**config.mk**
```make
export PLATFORM = sky130hd
export DESIGN_NAME = mult_seq_ctrl
export DESIGN_NICKNAME = d
export VERILOG_FILES = /design/src/rtl/mult_pkg.sv /design/src/rtl/add_ripple.sv /design/src/rtl/mult_seq_ctrl.sv
export SDC_FILE = /design/constraint.sdc
export NUM_CORES = 1
export LEC_CHECK = 0
export BUFFER_PORTS_ARGS = -buffer_cell sky130_fd_sc_hd__buf_2
export CAP_MARGIN = 0
export CORE_MARGIN = 10
export CORE_UTILIZATION = 55
export CTS_BUF_LIST = sky130_fd_sc_hd__clkbuf_8
export CTS_CLUSTER_SIZE = 16
export DETAILED_ROUTE_END_ITERATION = 10
export PLACE_DENSITY_LB_ADDON = 0.1
export RECOVER_POWER = 25
export SETUP_SLACK_MARGIN = 0.3
export SLEW_MARGIN = 10
export SYNTH_ARGS = -nofsm -noshare
export SYNTH_HDL_FRONTEND = slang
export SYNTH_HIERARCHICAL = 1
export SYNTH_SLANG_ARGS = --single-unit
```
**constraint.sdc**
```tcl
create_clock -name clk -period 3.57 [get_ports clk]
set_clock_uncertainty 0.15 [all_clocks]
set_input_delay 0.5355 -clock clk [delete_from_list [all_inputs] [get_ports clk]]
set_output_delay 0.5355 -clock clk [all_outputs]
set_load 0.05 [all_outputs]
```
**src/rtl/mult_pkg.sv**
```systemverilog
// Shared types and defaults for the sequential shift-add multiplier.
package mult_pkg;

    localparam int WIDTH_DEF = 4;

    typedef enum logic [1:0] {
        S_IDLE = 2'd0,
        S_CALC = 2'd1,
        S_DONE = 2'd2
    } state_t;

endpackage

```
**src/rtl/add_ripple.sv**
```systemverilog
// WIDTH-bit ripple-carry adder built from one full-adder cell per bit.
module add_ripple
    import mult_pkg::*;
#(
    parameter int WIDTH = WIDTH_DEF
) (
    input  logic [WIDTH-1:0] a,
    input  logic [WIDTH-1:0] b,
    input  logic             cin,
    output logic [WIDTH-1:0] sum,
    output logic             cout
);

    logic [WIDTH:0] w_carry;

    assign w_carry[0] = cin;

    generate
        for (genvar gi = 0; gi < WIDTH; gi++) begin : g_fa
            assign sum[gi]         = a[gi] ^ b[gi] ^ w_carry[gi];
            assign w_carry[gi + 1] = (a[gi] & b[gi]) | (w_carry[gi] & (a[gi] ^ b[gi]));
        end
    endgenerate

    assign cout = w_carry[WIDTH];

endmodule

```
**src/rtl/mult_seq_ctrl.sv**
```systemverilog
// Sequential unsigned multiplier: one shift-add step per clock, fixed WIDTH-cycle
// latency, valid/ready handshakes on both operand input and product output.
module mult_seq_ctrl
    import mult_pkg::*;
#(
    parameter int WIDTH = WIDTH_DEF
) (
    input  logic                 clk,
    input  logic                 rst_n,
    input  logic                 in_valid,
    output logic                 in_ready,
    input  logic [WIDTH-1:0]     a,
    input  logic [WIDTH-1:0]     b,
    output logic                 out_valid,
    input  logic                 out_ready,
    output logic [2*WIDTH-1:0]   z,
    output logic                 busy
);

    localparam int                CNT_W    = $clog2(WIDTH + 1);
    localparam logic [CNT_W-1:0]  CNT_LAST = CNT_W'(WIDTH - 1);

    state_t                r_state;
    state_t                w_state_next;
    logic [2*WIDTH-1:0]    r_acc;
    logic [WIDTH-1:0]      r_mcand;
    logic [CNT_W-1:0]      r_cnt;

    logic [WIDTH-1:0]      w_addend;
    logic [WIDTH-1:0]      w_sum;
    logic                  w_cout;
    logic [2*WIDTH-1:0]    w_acc_step;

    // Multiplicand is added to the upper half only when the current multiplier LSB is set.
    assign w_addend = r_acc[0] ? r_mcand : '0;

    add_ripple #(
        .WIDTH (WIDTH)
    ) u_add (
        .a    (r_acc[2*WIDTH-1:WIDTH]),
        .b    (w_addend),
        .cin  (1'b0),
        .sum  (w_sum),
        .cout (w_cout)
    );

    assign w_acc_step = {w_cout, w_sum, r_acc[WIDTH-1:1]};

    always_ff @(posedge clk or negedge rst_n) begin
        if (!rst_n) begin
            r_state <= S_IDLE;
        end else begin
            r_state <= w_state_next;
        end
    end

    always_comb begin
        w_state_next = r_state;
        case (r_state)
            S_IDLE:  if (in_valid) w_state_next = S_CALC;
            S_CALC:  if (r_cnt == CNT_LAST) w_state_next = S_DONE;
            S_DONE:  if (out_ready) w_state_next = S_IDLE;
            default: w_state_next = S_IDLE;
        endcase
    end

    always_ff @(posedge clk or negedge rst_n) begin
        if (!rst_n) begin
            r_acc   <= '0;
            r_mcand <= '0;
            r_cnt   <= '0;
        end else begin
            case (r_state)
                S_IDLE: begin
                    if (in_valid) begin
                        r_mcand <= a;
                        r_acc   <= {{WIDTH{1'b0}}, b};
                        r_cnt   <= '0;
                    end
                end
                S_CALC: begin
                    r_acc <= w_acc_step;
                    r_cnt <= r_cnt + CNT_W'(1);
                end
                default: ;
            endcase
        end
    end

    // All outputs decode from registered state only.
    assign in_ready  = (r_state == S_IDLE);
    assign out_valid = (r_state == S_DONE);
    assign busy      = (r_state != S_IDLE);
    assign z         = r_acc;

endmodule

```
# ---- Word-level counts from Yosys, hierarchy flattened
# Index checks and enable logic that the tools add are counted.
dict set report totals {
  reg_bits 17
  latchBits 0
  ram_bits 0
  mem_bits_ro 0
  inputBits 12
  output_inout_bits 11
  wordCells 43
  n_memories 0
}
dict set report op_classes {
  n_addsub 1
  multipliers 0
  n_div 0
  magnitude_cmp 0
  n_eq_ne 6
  shifts 0
  muxes 9
  bitwise_logic 17
  reduce_logical 6
}
# operator count
set ops {}
lappend ops {{case mux 8 bit (2 select lines)} 1}
lappend ops {{2-to-1 mux 8 bit} 1}
lappend ops {{AND 1 bit} 7}
lappend ops {{XOR 1 bit} 7}
lappend ops {{2-to-1 mux 2 bit} 3}
lappend ops {{case mux 2 bit (3 select lines)} 1}
lappend ops {{case mux 3 bit (2 select lines)} 1}
lappend ops {{2-to-1 mux 4 bit} 1}
lappend ops {{inequality test 2 bit, second input constant} 2}
lappend ops {{AND reduction 2 bit} 2}
lappend ops {{nonzero test 2 bit} 2}
lappend ops {{adder 3 x 1 -> 3 bit, second input constant} 1}
lappend ops {{== test 3 x 2 -> 1 bit, second input constant} 1}
lappend ops {{2-to-1 mux 3 bit} 1}
lappend ops {{bitwise OR 1 bit} 3}
lappend ops {{AND reduction 3 bit} 1}
lappend ops {{== test 2 x 1 -> 1 bit, second input constant} 1}
lappend ops {{== test 2 bit, second input constant} 1}
lappend ops {{zero test 2 bit} 1}
lappend ops {{inequality test 2 x 1 -> 1 bit, second input constant} 1}

# ---- Depth between registers and ports, before layout
# Gate-level depths: netlist of run 1.
dict set report logic_depth {
  word_depth 9
  ltp_mapped 10
  mapped_depth_nobuf 10
}

# ---- By module
# Netlist of run 1, hierarchy kept.
# mod n_inst cells_per_inst area_per_inst_um2 seq_area_each_um2
set modules_own_cells {}
lappend modules_own_cells {mult_seq_ctrl 1 65 778.2 425.4}
lappend modules_own_cells {add_ripple 1 14 117.6 0.0}

# ---- Worst setup path after synthesis of run 1
# No wires, ideal clock.
dict set report synth_timing {
  kind {reg2reg}
  startpoint {register r_acc[0], in the netlist z[0]}
  endpoint {register r_acc[6], in the netlist z[6]}
  setup_time_ps 121
  t_arrival_ps 2353
  t_required_ps 3299
  path_slack_ps 946
  stages_incl_launch_ff 11
  n_path_buf 0
  synth_period_minus_slack_ps 2624
  cell_sequence {dfrtp_1 -> and2_1 -> fa_1 -> inv_1 -> fa_1 -> inv_1 -> fa_1 -> inv_1 -> fa_1 -> inv_1 -> a22o_1}
}
dict set report synth_via {
  elab_chain_cells 8
  elab_cells_between_ends 13
  classes_between {mux: 2; bitwise: 11}
}
# element line_no
set synth_lines {}
lappend synth_lines {{start, declared} mult_seq_ctrl.sv:25} ;# logic [2*WIDTH-1:0] r_acc;
lappend synth_lines {{start signal, assigned} mult_seq_ctrl.sv:77} ;# r_acc <= {{WIDTH{1'b0}}, b};
lappend synth_lines {{start signal, assigned} mult_seq_ctrl.sv:82} ;# r_acc <= w_acc_step;
lappend synth_lines {{2-to-1 mux 4 bit} mult_seq_ctrl.sv:35} ;# assign w_addend = r_acc[0] ? r_mcand : '0;
lappend synth_lines {{named net w_addend[0]} mult_seq_ctrl.sv:29} ;# logic [WIDTH-1:0] w_addend;
lappend synth_lines {{AND 1 bit (2 in series)} add_ripple.sv:21} ;# assign w_carry[gi + 1] = (a[gi] & b[gi]) | (w_carry[gi] & (a[gi] ^ b[gi]));
lappend synth_lines {{bitwise OR 1 bit} add_ripple.sv:21}
lappend synth_lines {{AND 1 bit} add_ripple.sv:21}
lappend synth_lines {{bitwise OR 1 bit} add_ripple.sv:21}
lappend synth_lines {{XOR 1 bit} add_ripple.sv:20} ;# assign sum[gi] = a[gi] ^ b[gi] ^ w_carry[gi];
lappend synth_lines {{named net w_sum[3]} mult_seq_ctrl.sv:30} ;# logic [WIDTH-1:0] w_sum;
lappend synth_lines {{case mux 8 bit (2 select lines)} mult_seq_ctrl.sv:73} ;# case (r_state)
# The timed path passes the listed nets, and every way through them passes these cells.
# A chain may end at the register's enable or synchronous reset.

# ---- Final worst setup path of run 1
# Ends and elaborated chain as after synthesis.

==> flow_summary.toml, run 1 <==
[run_status]
status = "completed"

[cts]
cts_tree = "done"
hold_buffers = 0
cts_resized = 0
cts_buffer_depth = 2
cts_setup_buffers = 0
clkSinkCount = 17
numCtsBuffers = 3
h-tree-depth = 1
cts-root-buf = "clkbuf_8"
clk_latency_ns = 0.24
clk_pin_slew_ns = 0.06

[layout]
final-seq-area_sq_um = 425
nNetsFinal = 123
area_growth_pct = 18.6
multi_input_area_sq_um = 410
num_antenna_cells = 0
nFillCells = 134
drive_gt1_share_pct = 30.8
final_core_util_pct = 69.7

[global_routing]
grt_use_met1_pct = 13.0
grt_max_degree = 18
antenna_found_initial = 0
grt_pass1_wl_um = 3180
grtUsageMet2_pct = 19.0
track_usage_pct = 11.3
top_usage_layer = "met2"
met3_usage_pct = 3.55
first_global_vias = 724
grt-ovfl-total = 0

[yosys]
synth.mux.area_fraction_pct = 6.70
yosys.area_share.adder_pct = 11.7
netlist_area_sq_um = 896
synth_nets = 97
async_flop_share_pct = 100
synth-seq-cells = 17
synth_area_per_cell_sq_um = 11.3
synth-compound-area-share_pct = 15.2
synth_ff_type = "dfrtp_1"
synth_xor_area_share_pct = 0
synth-simple-area-share_pct = 11.7
synth-edff-count = 0
synth_top_family_by_area = "compound AO/OA/AOI/OAI gates"
synth_seq_area_share_pct = 47.5
synthCells = 79
synth_cell_types = 24
yosysWarnings = 6

[worst_setup_path]
crit_slowest_cell = "dfrtp_1"
crit_arrival_ns = 2.51
path_delay_family = "adder cells"
start_kind = "flip-flop"
r2r_slack_ns = 1.10
worst-path-max-fanout = 6
cp.required_ns = 3.60
path_buf_inv = 4
end_kind = "flip-flop"
cpPeakStageDelay_ns = 0.43
path_class = "flip-flop to flip-flop"
worstPathCellList = "and2_1 -> fa_1 -> inv_1 -> fa_1 -> inv_1 -> fa_1 -> inv_1 -> fa_1 -> inv_1 -> a22o_1"

[floorplanning]
ios = 23
fp-row-count = 14
die_y_um = 60.4
dieWidth_um = 60.4
start_util_pct = 58.8
die_area_sq_um = 3640
core_sq_um = 1520

[timing]
setup_tns_ns = 0
fin_crit_sh_pct = 69.2
rsz0062_at_grt = "false"
finalSetupViolations = 0
worst_pin_slew_ns = 0.876
fin_hold_ws_ns = 0.232
slew_headroom_pct = 41.6
layout_min_cycle_time_ns = 2.47
drv_slew = 0
final_hold_viol_count = 0
fmax_mhz = 405

[detailed_routing]
via_per_inst = 5.40
routed_wirelength_um = 1860
dr.pass1.iters = 2
antenna_left = 0
via_count = 648
drc = 0
first_iter_violations = 17
wl_per_cell_um = 15.5

[worst_hold_path]
hold_class = "input port to async pin"

[placement]
gp_congestion = 0.812
dp_hpwl_um = 1450
io_buffers = 22

[job]
maxCapViolations = 0
-- cell usage in the layout (no fill, tap or decap), drive strengths merged --
master	count
buf	21
dfrtp	17
inv	15
o22ai	6
a22o	5
and2	5
mux2	4
fa	4
nor2	4
nand2b	4
clkbuf	4
a21oi	3
nand2	2
ha	2
nor2b	1
o21bai	1
o21ai	1
nand3b	1
o221a	1
o31ai	1
a2bb2oi	1
conb	1
-- synthesized netlist by cell type (2+ instances only) --
library cell  number  area share [%]
mux2_4             4             6.7
fa_1               4             8.9
nand2_1            2            0.84
and2_1             4             2.8
nor2_1             3             1.3
a22o_1             5             4.9
a21oi_1            3             1.7
nand2b_1           3             2.1
inv_1             14             5.9
o22ai_1            6             4.2
ha_1               2             2.8
dfrtp_1           17              47
-- path summary, 6_finish.rpt --
path,start,to,depth (start not counted)
min,rst_n,r_cnt[2]$_DFFE_PN0P_,1
max in group asynchronous,rst_n,z[1]$_DFFE_PN0P_,1
max,z[0]$_DFFE_PN0P_,z[6]$_DFFE_PN0P_,10
min in group clk,out_ready,r_state[1]$_DFFE_PN0P_,2
max reg2reg,z[0]$_DFFE_PN0P_,z[6]$_DFFE_PN0P_,10
min reg2reg,r_mcand[2]$_DFFE_PN0P_,r_mcand[2]$_DFFE_PN0P_,1
-- per-stage QoR --
step	cell area, sq um	cells	setup WS [ns]
2_1_floorplan	896	79	0.946
3_3_place_gp	1020	116	1.18
3_5_place_dp	1020	116	1.10
4_1_cts	1060	120	1.09
5_1_grt	1060	120	0.963
6_report	1060	120	1.10
-- layout make-up --
cell class / count / share of cell area, %
clock buffer: 3 / 3.89
tap: 16 / 1.88
sequential: 17 / 40.0
timing repair buffer: 22 / 10.2
clock inverter: 1 / 0.353
inverter: 14 / 4.95
multi-input combinational: 47 / 38.6
-- per-layer routing --
| metal | wire length (um) | part of all wire, % |
|---|---|---|
| met1 | 823 | 44 |
| met2 | 922 | 49 |
| met3 | 104 | 5.6 |
| met4 | 13 | 0.70 |
| met5 | 0 | 0 |
-- registers in the layout (all words and copies together), names as in the netlist --
name     cells
r_mcand      4
z            8
r_state      2
r_cnt        3
-- worst reg2reg max path, stage by stage (launching register included) --
cell and delay, ns:
dfrtp_1 0.43, and2_1 0.17, fa_1 0.39, inv_1 0.08
fa_1 0.16, inv_1 0.05, fa_1 0.35, inv_1 0.07
fa_1 0.40, inv_1 0.06, a22o_1 0.11
-- cells by family (layout without fill, tap and decap cells) --
kind of cell	count (synthesis)	in the layout
compound gates	19	19
fa+ha+maj	6	6
buf+inv	15	40
flops	17	17
mux	4	4
other cells	1	1
simple gates	17	17
Power of run 1 is left out: the tool's default activity adds up to more than one toggle a clock period on the data nets, which glitch-free logic cannot reach.
==> run 2: changes to the inputs <==
--- a/config.mk
+++ b/config.mk
@@ -5,10 +5,11 @@
 export SDC_FILE = /design/constraint.sdc
 export NUM_CORES = 1
 export LEC_CHECK = 0
+export ABC_AREA = 1
 export BUFFER_PORTS_ARGS = -buffer_cell sky130_fd_sc_hd__buf_2
 export CAP_MARGIN = 0
 export CORE_MARGIN = 10
-export CORE_UTILIZATION = 55
+export CORE_UTILIZATION = 48
 export CTS_BUF_LIST = sky130_fd_sc_hd__clkbuf_8
 export CTS_CLUSTER_SIZE = 16
 export DETAILED_ROUTE_END_ITERATION = 10
==> constraint.sdc (replaced) <==
create_clock -name clk -period 2 [get_ports clk]
set_clock_uncertainty 0.15 [all_clocks]
set_input_delay 0.3 -clock clk [delete_from_list [all_inputs] [get_ports clk]]
set_output_delay 0.3 -clock clk [all_outputs]
set_load 0.05 [all_outputs]
==> flow_summary.toml, run 2 <==
[worst_hold_path]
min_from = "out_ready"
holdPathEnd = "r_state[1]$_DFFE_PN0P_"
hold_class = "input port to flip-flop"
min_delay_path_depth = 2

[detailed_routing]
routed_wirelength_um = 2150
drc = 0
antenna_left = 0
via_per_inst = 4.74
dr.pass1.iters = 4
first_iter_violations = 17
via_count = 797
wl_per_cell_um = 12.8

[layout]
final_core_util_pct = 66.5
largest_reg_flops = 8
final_cells = 168
nFillCells = 178
area_growth_pct = 28.2
num_antenna_cells = 0
finalInstanceArea_sq_um = 1170
layout_commonest_cell = "nand2_1"
drive_gt1_share_pct = 34.3
nNetsFinal = 162
mostFrequentLayoutCells = "nand2_1 (44), buf_2 (20), inv_1 (14)"

[yosys]
synth_nets = 130
async_flop_share_pct = 100
synth_cell_types = 15
synthCells = 112
synth_common_cells = "nand2_1 (46), inv_1 (18), dfrtp_1 (17), nand3_1 (14), fa_1 (4)"
synth_most_common_cell = "nand2_1"
synth_seq_area_share_pct = 46.5
synth_ff_type = "dfrtp_1"
synth-edff-count = 0
yosysWarnings = 6
netlist_area_sq_um = 915
synth.top_cell.area_share_pct = 46.5
synth_top_cell_by_area = "dfrtp_1"
synth_area_per_cell_sq_um = 8.17
synth-seq-cells = 17
synth_area_leaders = "dfrtp_1 (47%), nand2_1 (19%), fa_1 (8.8%)"

[placement]
pre_cts_slack_ns = -0.321
dp_cells = 163
placed_area_sq_um = 1100
io_buffers = 22
dp_hpwl_um = 1620
gp_congestion = 0.732

[worst_setup_path]
timing.rr.start = "z[0]$_DFFE_PN0P_"
worst-path-max-fanout = 2
crit_arrival_ns = 2.40
cp-startpoint = "z[0]$_DFFE_PN0P_"
end_kind = "flip-flop"
start_kind = "flip-flop"
worstReg2RegEnd = "z[6]$_DFFE_PN0P_"
path_class = "flip-flop to flip-flop"
cp.required_ns = 2.05
cpPeakStageDelay_ns = 0.41
cp_common_cell = "inv_2"
reg2regPathDepth = 12
r2r_slack_ns = -0.36
worstPathCellList = "nand2_2 -> inv_2 -> fa_2 -> inv_2 -> fa_2 -> inv_2 -> fa_2 -> inv_2 -> fa_1 -> inv_1 -> nand3_1 -> nand2_1"
crit_slowest_cell = "dfrtp_2"

[floorplanning]
dieWidth_um = 63.7
die_area_sq_um = 4050
start_util_pct = 51.8
ios = 23
core_sq_um = 1760
fp-row-count = 15
die_y_um = 63.7

[timing]
setup_slack_ns = -0.357
fin_hold_ws_ns = 0.0690
layout_min_cycle_time_ns = 2.36
worst_pin_slew_ns = 0.926
setup_tns_ns = -0.490
rsz0062_at_grt = "true"
slew_headroom_pct = 38.3
finalSetupViolations = 3
fmax_mhz = 424
final_hold_viol_count = 0
fin_crit_sh_pct = 118
drv_slew = 0

[cts]
cts_tree = "done"
clk_pin_slew_ns = 0.07
cts_buffer_depth = 2
numCtsBuffers = 3
clk_latency_ns = 0.26
cts-root-buf = "clkbuf_8"
clkSinkCount = 17
h-tree-depth = 1

[job]
maxCapViolations = 0

[global_routing]
antenna_found_initial = 0
grt_pass1_wl_um = 3680
grt_max_degree = 18
grt-ovfl-total = 0
first_global_vias = 837
track_usage_pct = 11.3

[pwr]
leakage_nw = 0.670
ir_drop_mv = 1.08
power.total_mw = 2.07
powerDensity_nw_per_um2 = 1760

[run_status]
violations = "setup timing"
status = "finished with violations"
==> run 2: cell types whose count changed in the layout (fill, tap and decap cells not counted), moves of 5 or more <==
cell     change
o22ai_1      -6
nand3_1     +12
inv_2        +5
a22o_1       -5
nand2_1     +42
buf_4        +7
==> run 2: cell families (layout without fill, tap and decap cells) <==
| kind of cell | Yosys count | in the layout | share of synthesized area, % |
|---|---|---|---|
| flops | 17 | 17 | 46.5 |
| buf+inv | 21 | 52 | 9.99 |
| simple gates | 62 | 62 | 28.2 |
| fa+ha+maj | 6 | 6 | 11.5 |
| other cells | 1 | 1 | 0.410 |
| compound gates | 5 | 5 | 3.42 |
==> run 2: worst max path at each step <==
stage	slack (ns)	to	cells past startpoint
2_1_floorplan	-0.35	z[6]$_DFFE_PN0P_	10
3_3_place_gp	-0.27	z[6]$_DFFE_PN0P_	12
3_5_place_dp	-0.32	z[6]$_DFFE_PN0P_	12
4_1_cts	-0.34	z[6]$_DFFE_PN0P_	12
5_1_grt	-0.44	z[6]$_DFFE_PN0P_	12
6_report	-0.36	z[6]$_DFFE_PN0P_	12
==> run 2: metal layers <==
layer,vias to the layer above,routed length [um],GRT usage (%)
li1,398,-,-
met3,5,120,4.24
met4,0,38,4.92
met1,372,1010,13.5
met2,22,972,17.6
met5,-,0,0
==> run 2: critical path: cells and delay by family (launching register included) <==
family | cells | cell delay (ns)
adder cells (fa/ha/maj) | 4 | 1.24
flip-flops | 1 | 0.41
AND/OR/NAND/NOR | 3 | 0.22
buffers and inverters | 5 | 0.27
==> run 2: report_power, final <==
part           switching (mW)  leakage, nW  internal, mW  total, mW
sequential              0.122        0.211         0.502      0.624
clock                   0.121       0.0269         0.137      0.257
combinational           0.805        0.432         0.382       1.19
==> run 2: what timing repair did <==
action | CTS | global route
hold buffers | 1 | 0
hold endpoints to repair | 17 | 0
pin swaps | 5 | 2
setup buffers | 0 | 0
endpoints found under the setup margin | 5 | 5
gates resized for setup | 7 | 3
==> run 2: layout make-up <==
type                    instances  area (sq um)  area share, %
flip-flops and latches         17           430           36.7
clock buffers                   3          41.3           3.52
clock inverters                 1          3.75          0.320
inverters                      18          67.6           5.76
well taps                      25          31.3           2.67
multi-input cells              74           420           35.9
repair buffers                 30           178           15.2
No activity file was read; power rests on OpenSTA's default activity.
